## config.mk

```make
export PLATFORM = sky130hd
export DESIGN_NAME = id_scoreboard
export DESIGN_NICKNAME = d
export VERILOG_FILES = /design/src/rtl/core_pkg.sv /design/src/rtl/sb_entry.sv /design/src/rtl/id_scoreboard.sv
export SDC_FILE = /design/constraint.sdc
export NUM_CORES = 1
export LEC_CHECK = 0
export ABC_AREA = 1
export BUFFER_PORTS_ARGS = -buffer_cell sky130_fd_sc_hd__buf_2
export CORE_UTILIZATION = 61
export DETAILED_ROUTE_END_ITERATION = 10
export GPL_ROUTABILITY_DRIVEN = 0
export PLACE_DENSITY = 0.89
export RECOVER_POWER = 100
export SETUP_SLACK_MARGIN = 0.15
export SLEW_MARGIN = 10
export SYNTH_ARGS = -nofsm -noshare
export SYNTH_HDL_FRONTEND = slang
export SYNTH_SLANG_ARGS = --single-unit
```

## constraint.sdc

```tcl
create_clock -name clk -period 4.7 [get_ports clk]
set_clock_uncertainty 0.05 [all_clocks]
set_input_delay 0.94 -clock clk [delete_from_list [all_inputs] [get_ports clk]]
set_output_delay 0.94 -clock clk [all_outputs]
set_load 0.03 [all_outputs]
```

## src/rtl/core_pkg.sv

```systemverilog
// Shared core definitions: forward-select encodings, default pipeline
// geometry and the opcode constants the decoder and scoreboard agree on.
package core_pkg;

  // Forward-select codes name the stage whose result feeds an operand.
  typedef enum logic [1:0] {
    FWD_RF  = 2'd0,
    FWD_EX  = 2'd1,
    FWD_MEM = 2'd2,
    FWD_WB  = 2'd3
  } fwd_sel_e;

  localparam int DEF_DEPTH      = 3;
  localparam int DEF_ALU_AVAIL  = 1;
  localparam int DEF_LOAD_AVAIL = 2;

  typedef enum logic [6:0] {
    OPC_LOAD   = 7'b0000011,
    OPC_OP_IMM = 7'b0010011,
    OPC_AUIPC  = 7'b0010111,
    OPC_STORE  = 7'b0100011,
    OPC_OP     = 7'b0110011,
    OPC_LUI    = 7'b0110111,
    OPC_BRANCH = 7'b1100011,
    OPC_JALR   = 7'b1100111,
    OPC_JAL    = 7'b1101111
  } opcode_e;

  // First stage at which a writer of the given kind can be forwarded.
  function automatic int avail_stage(input logic is_load,
                                     input int   alu_avail,
                                     input int   load_avail);
    return is_load ? load_avail : alu_avail;
  endfunction

endpackage

```

## src/rtl/sb_entry.sv

```systemverilog
// One architectural register's scoreboard entry: pipeline stage of its
// youngest in-flight writer (0 = idle) and whether that writer is a load.
module sb_entry
  import core_pkg::*;
#(
  parameter int DEPTH = DEF_DEPTH,
  parameter int SW    = 2
) (
  input  logic          clk,
  input  logic          rst_n,
  input  logic          issue_hit,
  input  logic          issue_load,
  input  logic          flush,
  output logic [SW-1:0] stage,
  output logic          ld
);

  logic [SW-1:0] stage_d;
  logic          ld_d;

  always_comb begin
    // NOTE: defaults first so every path assigns both signals and no latch is inferred.
    stage_d = stage;
    ld_d    = ld;
    if (issue_hit) begin
      // A new writer replaces any older one still in flight (youngest wins).
      stage_d = SW'(1);
      ld_d    = issue_load;
    end else if (stage == '0) begin
      stage_d = '0;
    end else if ((flush && stage == SW'(1)) || stage == SW'(DEPTH)) begin
      // Wrong-path writer squashed, or the value has reached the register file.
      stage_d = '0;
      ld_d    = 1'b0;
    end else begin
      stage_d = stage + SW'(1);
    end
  end

  always_ff @(posedge clk or negedge rst_n) begin
    // NOTE: sequential state uses non-blocking assignments only.
    if (!rst_n) begin
      stage <= '0;
      ld    <= 1'b0;
    end else begin
      stage <= stage_d;
      ld    <= ld_d;
    end
  end

endmodule

```

## src/rtl/id_scoreboard.sv

```systemverilog
// Register scoreboard between decode and issue: tracks in-flight writers,
// selects forwarding sources and stalls only on unforwardable RAW hazards.
module id_scoreboard
  import core_pkg::*;
#(
  parameter int NREG       = 32,
  parameter int AW         = 5,
  parameter int DEPTH      = DEF_DEPTH,
  parameter int SW         = 2,
  parameter int ALU_AVAIL  = DEF_ALU_AVAIL,
  parameter int LOAD_AVAIL = DEF_LOAD_AVAIL,
  parameter int CNTW       = 32
) (
  input  logic            clk,
  input  logic            rst_n,
  input  logic            issue_valid,
  output logic            issue_ready,
  input  logic [AW-1:0]   rs1_addr,
  input  logic            rs1_used,
  input  logic [AW-1:0]   rs2_addr,
  input  logic            rs2_used,
  input  logic [AW-1:0]   rd_addr,
  input  logic            rd_write,
  input  logic            is_load,
  input  logic            flush,
  output logic [SW-1:0]   fwd1_sel,
  output logic [SW-1:0]   fwd2_sel,
  output logic            stall_raw,
  output logic [NREG-1:0] busy_mask,
  output logic [CNTW-1:0] stall_cnt
);

  // Register 0 is hard-zero, so entries exist only for 1..NREG-1.
  logic [SW-1:0] stage_q [1:NREG-1];
  logic          ld_q    [1:NREG-1];

  logic          accept;
  logic [SW-1:0] s1, s2;
  logic          l1, l2;
  logic [SW-1:0] need1, need2;
  logic          rd1, rd2;
  logic          haz1, haz2;

  for (genvar r = 1; r < NREG; r++) begin : g_entry
    logic hit;
    assign hit = accept & rd_write & (rd_addr == AW'(r));

    sb_entry #(
      .DEPTH (DEPTH),
      .SW    (SW)
    ) u_entry (
      .clk        (clk),
      .rst_n      (rst_n),
      .issue_hit  (hit),
      .issue_load (is_load),
      .flush      (flush),
      .stage      (stage_q[r]),
      .ld         (ld_q[r])
    );
  end

  // Source lookup: address 0 and out-of-range addresses read as idle.
  always_comb begin
    s1 = '0;
    l1 = 1'b0;
    s2 = '0;
    l2 = 1'b0;
    for (int r = 1; r < NREG; r++) begin
      if (rs1_addr == AW'(r)) begin
        s1 = stage_q[r];
        l1 = ld_q[r];
      end
      if (rs2_addr == AW'(r)) begin
        s2 = stage_q[r];
        l2 = ld_q[r];
      end
    end
  end

  always_comb begin
    need1 = SW'(avail_stage(l1, ALU_AVAIL, LOAD_AVAIL));
    need2 = SW'(avail_stage(l2, ALU_AVAIL, LOAD_AVAIL));
    rd1   = rs1_used & (rs1_addr != '0);
    rd2   = rs2_used & (rs2_addr != '0);
    // A pending writer only hurts while it is younger than its forward point.
    haz1  = rd1 & (s1 != '0) & (s1 < need1);
    haz2  = rd2 & (s2 != '0) & (s2 < need2);
  end

  // Flush dominates: the ID instruction is squashed, so it cannot stall.
  assign stall_raw   = issue_valid & (haz1 | haz2) & ~flush;
  assign issue_ready = ~stall_raw & ~flush;
  assign accept      = issue_valid & issue_ready;

  assign fwd1_sel = rd1 ? s1 : SW'(FWD_RF);
  assign fwd2_sel = rd2 ? s2 : SW'(FWD_RF);

  always_comb begin
    busy_mask = '0;
    for (int r = 1; r < NREG; r++) begin
      busy_mask[r] = (stage_q[r] != '0);
    end
  end

  always_ff @(posedge clk or negedge rst_n) begin
    if (!rst_n) begin
      stall_cnt <= '0;
    end else if (stall_raw && stall_cnt != '1) begin
      stall_cnt <= stall_cnt + CNTW'(1);
    end
  end

endmodule

```

; ---- Yosys cells after proc, flatten, opt, wreduce, memory -nomap -nowiden
; Index checks and enable logic that the tools add are counted.
[classes]
addsub = 32
magnitude_cmp = 2
eq_ne = 187
n_mux = 314
n_bitwise = 45
n_reduce_logical = 191
[ops]
columns = operator, n
row1 = $mux W2, 159
row2 = $eq A5 B5 Y1 const B, 48
row3 = $mux W1, 155
row4 = $reduce_bool A2 Y1, 64
row5 = $eq A5 B4 Y1 const B, 24
row6 = $add A2 B1 Y2 const B, 31
row7 = $eq A2 B1 Y1 const B, 31
row8 = $eq A2 B2 Y1 const B, 31
row9 = $logic_not A2 Y1, 31
row10 = $ne A2 B2 Y1 const B, 31
row11 = $reduce_and A2 Y1, 31
row12 = $eq A5 B3 Y1 const B, 12
row13 = $and A1 B1 Y1, 42
row14 = $add A32 B1 Y32 const B, 1
row15 = $logic_and A1 B1 Y1, 32
row16 = $ne A32 B32 Y1 const B, 1
row17 = $logic_or A1 B1 Y1, 31
row18 = $eq A5 B2 Y1 const B, 6
row19 = $eq A5 B1 Y1 const B, 3
row20 = $reduce_bool A5 Y1, 2
row21 = $lt A2 B2 Y1, 2
row22 = $not A1 Y1, 2
row23 = $or A1 B1 Y1, 1
[word_totals]
register_bits = 125
input_bits = 23
out_inout_bits = 70
word_cells = 834

; ---- Logic depth before layout (Yosys ltp)
[depth]
word_depth = 45
depth_mapped = 38
ltp_nobuf = 37

; ---- Modules after synthesis
; Synthesis repeated with hierarchy kept, for this count alone.
[hier_totals]
cells_unflattened = 1577
area_unflattened_um2 = 10611.4
[modules_own_cells]
columns = module, n_inst, cells_each, area_each_um2, seq_area_each_um2
row1 = sb_entry, 31, 21, 183.9, 75.1
row2 = id_scoreboard, 1, 926, 4909.7, 800.8

; ---- Worst setup path before layout
; OpenSTA, ideal clock, no wires.
[synth_timing]
path_kind = in2out
startpoint = in rs1_addr[4]
endpoint = out issue_ready
arrival_ns = 3.353
required_time_ns = 3.710
setup_slack_ns = 0.357
stages = 28
n_path_buf = 2
path_cell_list = buf_4 -> inv_1 -> buf_4 -> nand3_1 -> nor2_1 -> nor3_1 -> nand4_1 -> nand2_1 -> nand3_1 -> nand2_1 -> nand3_1 -> nand2_1 -> nand3_1 -> nand2_1 -> nand4_1 -> nand2_1 -> nand4_1 -> nand2_1 -> nand4_1 -> nor2_1 -> nand4_1 -> ha_1 -> nand2_1 -> nand3_1 -> nand2_1 -> nand2_2 -> nand2_1 -> inv_1
[synth_via]
elab_chain_cells = 40
word_cells_on_any_way = 105
cone_classes = 1 x order compare / 31 x eq/ne / 63 x mux / 8 x bitwise / 2 x reduce/logical
[synth_rtl]
columns = element, line
row1 = "start, declared", id_scoreboard.sv:18  ; input logic [AW-1:0] rs1_addr,
row2 = $eq A5 B1 Y1, id_scoreboard.sv:69  ; if (rs1_addr == AW'(r)) begin
row3 = $mux W1 / $mux W2 (equally long branches) (31 in series), id_scoreboard.sv:69
row4 = $mux W2 / $reduce_bool A2 Y1 (equally long branches), "core_pkg.sv:33, id_scoreboard.sv:86"
row5 = $lt A2 B2 Y1 / $and A1 B1 Y1 (equally long branches), id_scoreboard.sv:86  ; haz1 = rd1 & (s1 != '0) & (s1 < need1);
row6 = $and A1 B1 Y1 *, id_scoreboard.sv:86
row7 = $or A1 B1 Y1 *, id_scoreboard.sv:91  ; assign stall_raw = issue_valid & (haz1 | haz2) & ~flush;
row8 = $and A1 B1 Y1 * (2 in series), id_scoreboard.sv:91
row9 = $not A1 Y1 *, id_scoreboard.sv:92  ; assign issue_ready = ~stall_raw & ~flush;
row10 = $and A1 B1 Y1 *, id_scoreboard.sv:92
row11 = "end, declared", id_scoreboard.sv:17  ; output logic issue_ready,
; Mark *: on every way between the ends. The rest lies on a longest branch, timed or not.

; ---- Final worst setup path
[layout_timing]
startpoint = in rs1_addr[4]
endpoint = out stall_raw
[layout_via]
elab_chain_cells = 38
word_cells_on_any_way = 103
cone_classes = 1 x order compare / 31 x eq/ne / 63 x mux / 6 x bitwise / 2 x reduce/logical
[layout_rtl]
columns = element, line
row1 = $eq A5 B1 Y1, id_scoreboard.sv:69
row2 = $mux W1 / $mux W2 (equally long branches) (31 in series), id_scoreboard.sv:69
row3 = $mux W2 / $reduce_bool A2 Y1 (equally long branches), "core_pkg.sv:33, id_scoreboard.sv:86"
row4 = $lt A2 B2 Y1 / $and A1 B1 Y1 (equally long branches), id_scoreboard.sv:86
row5 = $and A1 B1 Y1 *, id_scoreboard.sv:86
row6 = $or A1 B1 Y1 *, id_scoreboard.sv:91
row7 = $and A1 B1 Y1 * (2 in series), id_scoreboard.sv:91
row8 = "end, declared", id_scoreboard.sv:28  ; output logic stall_raw,
; Marked as above.

==> flow_metrics.tcl <==
set metrics [dict create \
    die_w_um 132 \
    cts_tree "done" \
    syn-num-nets 1646 \
    clk_pin_slew_ps 60 \
    period_share 1.04 \
    path_class "in2out" \
    rsz0062_at_grt "true" \
    hold_end "stall_cnt[1]" \
    dp_slack_ps -145 \
    worstPathRequired_ps 3710 \
    drive_gt1_frac 0.114 \
    worst_slack_ps -210 \
    slew_violations 55 \
    drt_first_pass_iters 7 \
    dp_hpwl_um 22800 \
    start_util 0.622 \
    max_cap_violations 1 \
    outcome "finished, violations left" \
    period_minus_slack_ps 4910 \
    hold_depth 2 \
    max-vdd-ir-drop_uv 337 \
    drt-total-wl_um 32100 \
    die_y_um 132 \
    avgSynthCellArea_sq_um 6.87 \
    die-area_sq_um 17400 \
    violations "capacitance limit, slew limit, setup timing" \
    grt_max_degree 55 \
    io_pins 93 \
    antenna_found_initial 0 \
    worst_pin_slew_ps 3060 \
    clk_latency_ps 440 \
    r2r_end "stall_cnt[12]" \
    timing.fmax_mhz 204 \
    reg2reg_depth 29 \
    met1_usage 0.445 \
    numCtsBuffers 17 \
    synthCells 1497 \
    yosysSeqAreaShare 0.304 \
    nNetsFinal 1781 \
    core.rowCount 47 \
    ctsHoldBuffers 0 \
    hp-class "reg2reg" \
    top_usage_layer "met2" \
    synth_area_sq_um 10300 \
    diodes 0 \
    clk_path_buf_depth 2 \
    ff2ff_setup_slack_ps 870 \
    gr-usage-all-layers 0.375 \
    synthToLayoutAreaGrowth_pct 17.5 \
    cts_sinks 125 \
    drtAntennaViolNets 0 \
    cts_max_level 4 \
    critPathArrivalTime_ps 3920 \
    route.detailed.drc 0 \
    num_vias 10900 \
    cp_max_fo 15 \
    synth_cell_types 34 \
    hold_violations 0 \
    r2r_start "g_entry[2].u_entry.ld" \
    synth_seq_cells 125 \
    ys_warn_count 0 \
    placeableCoreArea_sq_um 16500 \
    p_leak_uw 0.00645 \
    fin_setup_tns_ps -379 \
    grt_pass1_wl_um 51200 \
    grt_pass1_vias 10400 \
    grtUsageMet2 0.608 \
    min_from "stall_cnt[1]" \
    cts-root-buf "clkbuf_16" \
    portBuffers 91 \
    setup_violations 2 \
    met3_usage 0.0973 \
    p_per_area_nw_per_um2 253 \
    gr-total-overflow 0 \
    startpoint "rs1_addr[4]" \
    relSlewSlack -1.04 \
    post_drt_via_cell_ratio 5.85 \
    cp-start-kind "input port" \
    initialDrtViolationCount 1429 \
    post_drt_wl_per_cell_um 17.2 \
    cp-end-kind "output port" \
]
cell type report:
| class | count | area [sq um] |
|---|---|---|
| Clock buffer | 17 | 425 |
| Clock inverter | 15 | 184 |
| Fill cell | 1250 | 4450 |
| Inverter | 291 | 1110 |
| Multi-Input combinational cell | 1045 | 6020 |
| Sequential cell | 125 | 3130 |
| Tap cell | 220 | 275 |
| Timing Repair Buffer | 152 | 930 |
repair_timing:
item                                   4_1_cts  5_1_grt
pin swaps                                   17        4
endpoints found under the hold margin        0        0
setup buffers                               10        8
setup endpoints to repair                    2       32
resized for setup                           48       26
per-stage QoR:
| step | area, sq um | power (uW) | cells | hold WS, ps | util |
|---|---|---|---|---|---|
| 2_1_floorplan | 10300 | 1470 | 1497 | 435 | - |
| 3_3_place_gp | 11200 | 1620 | 1815 | 441 | 0.676 |
| 3_5_place_dp | 11200 | 1630 | 1815 | 465 | 0.676 |
| 4_1_cts | 12000 | 3030 | 1857 | 478 | 0.727 |
| 5_1_grt | 12100 | 3150 | 1865 | 497 | 0.731 |
| 6_report | 12100 | 3060 | 1865 | 489 | 0.731 |
metal layers:
| metal | vias up | share of wire |
|---|---|---|
| li1 | 4983 | - |
| met1 | 5033 | 0.37 |
| met2 | 730 | 0.46 |
| met3 | 162 | 0.11 |
| met4 | 0 | 0.065 |
| met5 | - | 0 |
flip-flops by register name, summed over array words and instances, names as in the netlist:
signal and flops:
g_entry.u_entry.ld 31, g_entry.u_entry.stage 62, stall_cnt 32
cell usage after synthesis:
cell type / n / area [sq um]
nand3_1: 68 / 340
nor2_2: 9 / 56.3
clkbuf_1: 17 / 63.8
buf_2: 9 / 45.0
nor3b_1: 1 / 7.51
or2_2: 1 / 6.26
ha_1: 126 / 1580
o21ai_0: 23 / 115
nor3_1: 24 / 120
inv_4: 1 / 6.26
nor2_1: 140 / 526
nor2_4: 3 / 33.8
nand4_1: 102 / 638
nor3_2: 1 / 10.0
buf_6: 2 / 22.5
xor2_1: 24 / 210
o211ai_1: 30 / 225
nand2_2: 2 / 12.5
o21ai_4: 1 / 16.3
xnor2_1: 6 / 52.6
o21ai_1: 7 / 35.0
inv_2: 18 / 67.6
nand2_1: 412 / 1550
a21oi_1: 50 / 250
o22ai_1: 4 / 25.0
inv_1: 270 / 1010
buf_4: 6 / 45.0
o21a_1: 1 / 7.51
conb_1: 1 / 3.75
o2111ai_1: 1 / 8.76
dfrtp_1: 125 / 3130
nor4_1: 8 / 50.1
clkinv_1: 2 / 7.51
buf_1: 2 / 7.51
critical path, cell delays in order:
cell        delay [ps]
buf_8               80
clkinvlp_4         170
buf_4              190
buf_4              120
buf_4              180
nand2_1            110
o21ai_0             80
inv_1               60
nand4_1             90
nand2_1             80
nand4_1            110
nor2_1             130
nand4_1            110
nand2_1             90
nand4_1             90
nand2_1             80
nand4_1             80
nor2_1             110
nand3_1             80
nand2_1            100
ha_1               230
nand2_1             80
nand3_2             60
nand2_2             80
nand2_4             90
nor2_4             140
buf_6              150
power breakdown:
| group | leakage, uW | total, uW | switching, uW | internal (uW) |
|---|---|---|---|---|
| sequential | 0.00173 | 1180 | 53.8 | 1120 |
| combinational | 0.00442 | 494 | 343 | 151 |
| clock | 0.000296 | 1390 | 549 | 841 |
| total | 0.00645 | 3060 | 945 | 2110 |
layout by cell type (no fill, tap or decap), types with 11 or more instances in the layout:
| cell | Yosys | final |
|---|---|---|
| xor2_1 | 24 | 24 |
| clkbuf_1 | 17 | 64 |
| nand4_1 | 102 | 102 |
| dfrtp_1 | 125 | 125 |
| nor3_1 | 24 | 22 |
| buf_2 | 9 | 16 |
| nand2_1 | 412 | 402 |
| a21oi_1 | 50 | 50 |
| o21ai_0 | 23 | 23 |
| buf_4 | 6 | 54 |
| ha_1 | 126 | 126 |
| buf_6 | 2 | 11 |
| inv_2 | 18 | 18 |
| nor2_1 | 140 | 134 |
| o211ai_1 | 30 | 30 |
| nand3_1 | 68 | 60 |
| clkbuf_16 | 0 | 17 |
| inv_1 | 270 | 266 |
how the worst max path moves through the flow:
stage / end / slack [ps] / depth (start not counted)
after floorplan: issue_ready / 360 / 28
after global placement: issue_ready / -40 / 28
after detailed placement: issue_ready / -150 / 28
after CTS: stall_raw / 6 / 27
after global routing: stall_raw / -440 / 28
final: stall_raw / -210 / 27
kinds of logic after synthesis:
group	Yosys count	share of synthesized area
AO/OA/AOI/OAI	117	0.0665
flip-flops	125	0.304
other	1	0.000365
buffers and inverters	327	0.124
XOR/XNOR	30	0.0256
adder cells (fa/ha/maj)	126	0.153
AND/OR/NAND/NOR	771	0.326
Note: power is estimated with default switching activity, not from simulation.
